File: src/rtl/id_decode_hazard.sv
// Decode stage: register file with write-through, branch/jump resolution,
// RAW stall detection against a 2-deep destination scoreboard, and ID/EX register.
module id_decode_hazard #(
  parameter logic [5:0] NOP_OP = 6'd0
) (
  input  logic        clk,
  input  logic        reset,
  input  logic [31:0] Instruction_D,
  input  logic [31:0] NPC_D,
  input  logic        WB_we,
  input  logic [3:0]  WB_rd,
  input  logic [31:0] WB_data,
  output logic        disable_PC,
  output logic        disable_IR,
  output logic        KILL,
  output logic [1:0]  PCsrc,
  output logic [31:0] PC_offset,
  output logic [31:0] PC_regRs,
  output logic        EX_valid,
  output logic        EX_we,
  output logic        EX_memrd,
  output logic        EX_memwr,
  output logic [5:0]  EX_op,
  output logic [3:0]  EX_rd,
  output logic [31:0] EX_A,
  output logic [31:0] EX_B,
  output logic [31:0] EX_imm
);

  localparam logic [5:0] OP_AND = 6'd0, OP_ADD = 6'd1, OP_SUB = 6'd2, OP_ADDI = 6'd3,
                         OP_ANDI = 6'd4, OP_LW = 6'd5, OP_SW = 6'd6, OP_BEQ = 6'd7,
                         OP_BNE = 6'd8, OP_J = 6'd9, OP_JR = 6'd10;

  logic [31:0] r_regs [16];
  logic        r_sbex_we, r_sbmem_we;
  logic [3:0]  r_sbex_rd, r_sbmem_rd;

  logic [5:0]  w_op;
  logic [3:0]  w_rd, w_rs, w_rt;
  logic [31:0] w_imm_sext, w_off_sext, w_rs_val, w_rt_val;
  logic        w_nop, w_rd_rs, w_rd_rt, w_writes, w_memrd, w_memwr;
  logic        w_is_beq, w_is_bne, w_is_j, w_is_jr;
  logic        w_we_dec, w_eq, w_stall;

  assign w_op       = Instruction_D[31:26];
  assign w_rd       = Instruction_D[25:22];
  assign w_rs       = Instruction_D[21:18];
  assign w_rt       = Instruction_D[17:14];
  assign w_imm_sext = {{18{Instruction_D[13]}}, Instruction_D[13:0]};
  assign w_off_sext = {{6{Instruction_D[25]}}, Instruction_D[25:0]};

  // A nonzero NOP_OP lets one otherwise-valid opcode be reserved as a no-op.
  assign w_nop = (w_op > OP_JR) || ((NOP_OP != 6'd0) && (w_op == NOP_OP));

  always_comb begin
    w_rd_rs  = 1'b0;
    w_rd_rt  = 1'b0;
    w_writes = 1'b0;
    w_memrd  = 1'b0;
    w_memwr  = 1'b0;
    w_is_beq = 1'b0;
    w_is_bne = 1'b0;
    w_is_j   = 1'b0;
    w_is_jr  = 1'b0;
    if (!w_nop) begin
      case (w_op)
        OP_AND, OP_ADD, OP_SUB: begin w_rd_rs = 1'b1; w_rd_rt = 1'b1; w_writes = 1'b1; end
        OP_ADDI, OP_ANDI:       begin w_rd_rs = 1'b1; w_writes = 1'b1; end
        OP_LW:                  begin w_rd_rs = 1'b1; w_writes = 1'b1; w_memrd = 1'b1; end
        OP_SW:                  begin w_rd_rs = 1'b1; w_rd_rt = 1'b1; w_memwr = 1'b1; end
        OP_BEQ:                 begin w_rd_rs = 1'b1; w_rd_rt = 1'b1; w_is_beq = 1'b1; end
        OP_BNE:                 begin w_rd_rs = 1'b1; w_rd_rt = 1'b1; w_is_bne = 1'b1; end
        OP_J:                   w_is_j = 1'b1;
        OP_JR:                  begin w_rd_rs = 1'b1; w_is_jr = 1'b1; end
        default:                ;
      endcase
    end
  end

  assign w_we_dec = w_writes && (w_rd != 4'd0);

  // WB write-through: the value being written this cycle is visible to ID now.
  assign w_rs_val = (w_rs == 4'd0) ? 32'd0 :
                    (WB_we && (WB_rd == w_rs)) ? WB_data : r_regs[w_rs];
  assign w_rt_val = (w_rt == 4'd0) ? 32'd0 :
                    (WB_we && (WB_rd == w_rt)) ? WB_data : r_regs[w_rt];
  assign w_eq     = (w_rs_val == w_rt_val);

  function automatic logic sb_hit(input logic [3:0] src, input logic v_ex, input logic [3:0] d_ex,
                                  input logic v_mem, input logic [3:0] d_mem);
    return (src != 4'd0) && ((v_ex && (d_ex == src)) || (v_mem && (d_mem == src)));
  endfunction

  assign w_stall = (w_rd_rs && sb_hit(w_rs, r_sbex_we, r_sbex_rd, r_sbmem_we, r_sbmem_rd)) ||
                   (w_rd_rt && sb_hit(w_rt, r_sbex_we, r_sbex_rd, r_sbmem_we, r_sbmem_rd));

  // Stall wins over redirect so a branch never resolves on stale operands.
  always_comb begin
    disable_PC = 1'b0;
    disable_IR = 1'b0;
    KILL       = 1'b0;
    PCsrc      = 2'b00;
    PC_offset  = 32'd0;
    PC_regRs   = 32'd0;
    if (!reset) begin
      if (w_stall) begin
        disable_PC = 1'b1;
        disable_IR = 1'b1;
      end else if ((w_is_beq && w_eq) || (w_is_bne && !w_eq)) begin
        PCsrc     = 2'b01;
        PC_offset = NPC_D + w_imm_sext;
        KILL      = 1'b1;
      end else if (w_is_j) begin
        PCsrc     = 2'b01;
        PC_offset = NPC_D + w_off_sext;
        KILL      = 1'b1;
      end else if (w_is_jr) begin
        PCsrc    = 2'b10;
        PC_regRs = w_rs_val;
        KILL     = 1'b1;
      end
    end
  end

  always_ff @(posedge clk) begin
    if (reset) begin
      for (int i = 0; i < 16; i++) r_regs[i] <= 32'd0;
      r_sbex_we  <= 1'b0;
      r_sbex_rd  <= 4'd0;
      r_sbmem_we <= 1'b0;
      r_sbmem_rd <= 4'd0;
      EX_valid   <= 1'b0;
      EX_we      <= 1'b0;
      EX_memrd   <= 1'b0;
      EX_memwr   <= 1'b0;
      EX_op      <= 6'd0;
      EX_rd      <= 4'd0;
      EX_A       <= 32'd0;
      EX_B       <= 32'd0;
      EX_imm     <= 32'd0;
    end else begin
      if (WB_we && (WB_rd != 4'd0)) r_regs[WB_rd] <= WB_data;
      r_sbmem_we <= r_sbex_we;
      r_sbmem_rd <= r_sbex_rd;
      if (w_stall) begin
        r_sbex_we <= 1'b0;
        r_sbex_rd <= 4'd0;
        EX_valid  <= 1'b0;
        EX_we     <= 1'b0;
        EX_memrd  <= 1'b0;
        EX_memwr  <= 1'b0;
        EX_op     <= 6'd0;
        EX_rd     <= 4'd0;
        EX_A      <= 32'd0;
        EX_B      <= 32'd0;
        EX_imm    <= 32'd0;
      end else begin
        r_sbex_we <= w_we_dec;
        r_sbex_rd <= w_we_dec ? w_rd : 4'd0;
        EX_valid  <= 1'b1;
        EX_we     <= w_we_dec;
        EX_memrd  <= w_memrd;
        EX_memwr  <= w_memwr;
        EX_op     <= w_op;
        EX_rd     <= w_we_dec ? w_rd : 4'd0;
        EX_A      <= w_rs_val;
        EX_B      <= w_rt_val;
        EX_imm    <= w_imm_sext;
      end
    end
  end

endmodule

File: config.mk
export PLATFORM = sky130hd
export DESIGN_NAME = id_decode_hazard
export DESIGN_NICKNAME = d
export VERILOG_FILES = /design/src/rtl/id_decode_hazard.sv
export SDC_FILE = /design/constraint.sdc
export NUM_CORES = 1
export LEC_CHECK = 0
export ABC_CLOCK_PERIOD_IN_PS = 10550
export CAP_MARGIN = 20
export CORE_MARGIN = 2
export CORE_UTILIZATION = 57
export CTS_CLUSTER_SIZE = 10
export DETAILED_ROUTE_END_ITERATION = 12
export PLACE_DENSITY = 0.76
export SLEW_MARGIN = 20
export SYNTH_ARGS = -nofsm -noshare
export SYNTH_HDL_FRONTEND = slang
export SYNTH_SLANG_ARGS = --single-unit
File: constraint.sdc
create_clock -name clk -period 10.55 [get_ports clk]
set_clock_uncertainty 0.15 [all_clocks]
set_input_delay 1.055 -clock clk [delete_from_list [all_inputs] [get_ports clk]]
set_output_delay 1.055 -clock clk [all_outputs]
set_load 0.03 [all_outputs]
==> metrics <==
fin crit share 76.08%; crit path cell chain buf_6 -> buf_4 -> mux4_2 -> mux2i_1 -> mux2i_1 -> a22oi_1 -> xnor2_1 -> nand4_1 -> or4_4 -> nor4_1 -> a41o_1 -> a32o_1 -> clkdlybuf4s50_1; Max FO, Critical Path 72; cell row count 89; critical path's most frequent cell mux2i_1; Layout area overhead 15.41%; initial antenna violation count 4; Hold Path Stages 1; status finished clean; initial core utilization 57.52%; # IOs 282; Synth area leader edfxtp_1; placed insts 3,347; CP max-delay cell buf_4; post-synth cell types 71; via-per-instance ratio 6.645; clock root buffer clkbuf_16; ys flop type edfxtp_1; DR DRC count 0; HP Start r_sbex_we; sequential fraction of the synthesis area 51.11%; post-route ant nets 0; Non-Filler Instances 3,478; Final Max Slew Viols 0; Core Util, Final 66.38%; clk sinks 609; post-layout worst setup margin 2524 ps; Final Critical Period 8026 ps; wirelength, routed 102.3 mm; Post-synth top cells edfxtp_1, and2_1, mux4_2, mux2i_1, nor2_1; dominant cells by area after synthesis edfxtp_1, mux4_2, and2_1, dfxtp_1, mux2i_1; PortBufs 281; RR Startpoint r_sbex_rd[0]; Num CTS Buffers 72; # nets final 2,800; Fillers 4,068; fraction of registers with async set/reset 0%; Final Cell Area 39,100 um2; routed length per instance 29.41 um; hold endpoint r_sbmem_we; largest net degree at the start of global routing 79; kind of critical path input pin to output port; Cells after Synth 2,433; multi-input logic area 15,400 um2; max incr delay on CP 910 ps; layout cells sized above 1 16.37%; CP Capture Type output port; EDFF count, synth 512; synth warn 0; Net Switching 1632 uW; worst path arrival time 6820 ps; H-tree lvl count 3; R2R cell count 7; Clk pwr share 37.4%; Placer Congestion 0.8679; worst slack at placement 2654 ps; switching share of power 26.25%; Syn Area/Cell 13.93 um2; post-CTS sizing 0; Leak 0.01440 uW; CP required 9350 ps; hold_buf cts 0; global-route usage over all layers 33.64%; vias in the first global route 23,580; Vias 23,110; Min-Delay Path Class flop to flop; RSZ-0062 raised after global routing false; total setup buffers inserted after CTS 0; internal power 4585 uW; worst-margin pin slew 1164 ps; post-synthesis register bit count 609; Slew headroom 22.15%; synthesized area 33,880 um2; die extent in y 247.8 um; Peak VDD IR 118.9 uV; worst r2r dst EX_B[7]; hpwl dp 59.47 mm; dpl cell area 36,930 um2; post-synth top area share 45.38%; first-pass GRT wire length 149.5 mm; MaxCap Viol Count 0; most frequent cell after synthesis edfxtp_1; Pre-antenna DRT Iters 6; Congestion Overflow GR 0; core footprint 58,910 um2; Sequential Power Share 45.6%; hold violation count in the final report 0; Worst-Skew Late Latency 620 ps; combinational share of power 17.0%; Die ar. 61,410 um2; register area 17,320 um2; fmax 124.6 MHz; Clk pin slew, worst setup/hold paths 60 ps; r2r setup slk 7410 ps; setup TNS 0 ps; setup violators final 0; PwrDens 159.0 nW/um2; CTS tree done; DRT iter0 DRCs 2,699; worst-case clock buffer depth 3; startpoint type of the worst setup path input pin; die width 247.8 um
-- cell usage in the layout (no fill, tap or decap), types with 5 or more instances in the layout --
cell and instances:
nor2_1 123, nand2b_1 9, edfxtp_1 512, conb_1 32, clkbuf_16 77, mux4_2 256
clkbuf_8 5, clkbuf_1 43, nor4_1 8, o21a_1 8, mux2i_1 192, o21ai_0 16
nand2_1 23, a31oi_1 5, a22oi_1 64, a22o_1 14, a21oi_1 39, a21o_1 30
buf_4 48, and2_1 505, nor2b_1 12, nor3_2 5, diode_2 5, xnor2_1 68
clkdlybuf4s50_1 272, nor3_1 14, nor2_2 12, inv_1 14, or2_2 17, xor2_1 30
and3_1 6, o211ai_1 5, nand4_1 11, ha_1 48, nand3_1 8, dfxtp_1 97
-- how the worst max path moves through the flow --
stage                          to         startpoint  cells past startpoint
finish              PC_offset[26]  Instruction_D[21]                     13
global route        PC_offset[29]  Instruction_D[21]                     13
CTS                 PC_offset[29]  Instruction_D[21]                     13
detailed placement  PC_offset[29]  Instruction_D[21]                     13
global placement    PC_offset[31]  Instruction_D[21]                     13
floorplan           PC_offset[13]  Instruction_D[18]                     13
-- final cells by class --
class / instances / area share (%)
diodes: 5 / 0.03200
clock buffers: 123 / 5.446
flip-flops and latches: 609 / 44.28
clock inverters: 3 / 0.07679
well taps: 773 / 2.473
multi-input cells: 1621 / 39.39
inverters: 15 / 0.1440
repair buffers: 329 / 8.153
-- registers in the layout (all words and copies together), names as in the netlist --
register / count
r_sbmem_we: 1
EX_A: 32
EX_B: 32
r_sbex_we: 1
r_sbex_rd: 4
EX_imm: 14
EX_op: 6
EX_valid: 1
r_sbmem_rd: 4
r_regs: 512
EX_memrd: 1
EX_memwr: 1
-- critical path, delay by kind of cell --
family                 cells  cell delay (ps)
buffers and inverters      3             2170
AO/OA/AOI/OAI              3             1370
AND/OR/NAND/NOR            3             1160
multiplexers               3              710
XOR/XNOR                   1              220
-- power by group through the flow --
stage	Sequential, uW	Clock (uW)	Combinational (uW)
floorplan	2920	0	643
global placement	2860	0	1030
detailed placement	2880	0	1040
CTS	2830	2340	1050
global route	2850	2440	1110
finish	2840	2320	1060
-- logic make-up after synthesis --
family	after synthesis	synth area share [%]
compound gates	224	4.771
xor+xnor	98	2.533
fa+ha+maj	49	1.832
buf+inv	234	3.977
flops	609	51.11
mux	449	22.72
other cells	1	0.01107
simple gates	769	13.04
-- metal layers --
layer | part of all wire (%) | GRT usage, % | vias to the layer above | routed length (um)
met1 | 36 | 43.30 | 11590 | 36870
li1 | - | - | 9586 | -
met3 | 12 | 7.764 | 319 | 12080
met2 | 48 | 54.37 | 1621 | 48600
met5 | 0.012 | 0 | - | 12
met4 | 4.6 | 15.87 | 2 | 4719
-- stage by stage --
step                total power (uW)  hold slack [ps]
finish                          6217            405.9
global route                    6401            419.9
CTS                             6219            406.2
detailed placement              3921            388.3
global placement                3892            400.6
floorplan                       3562            473.4
Power figures use the tool's default switching activity.
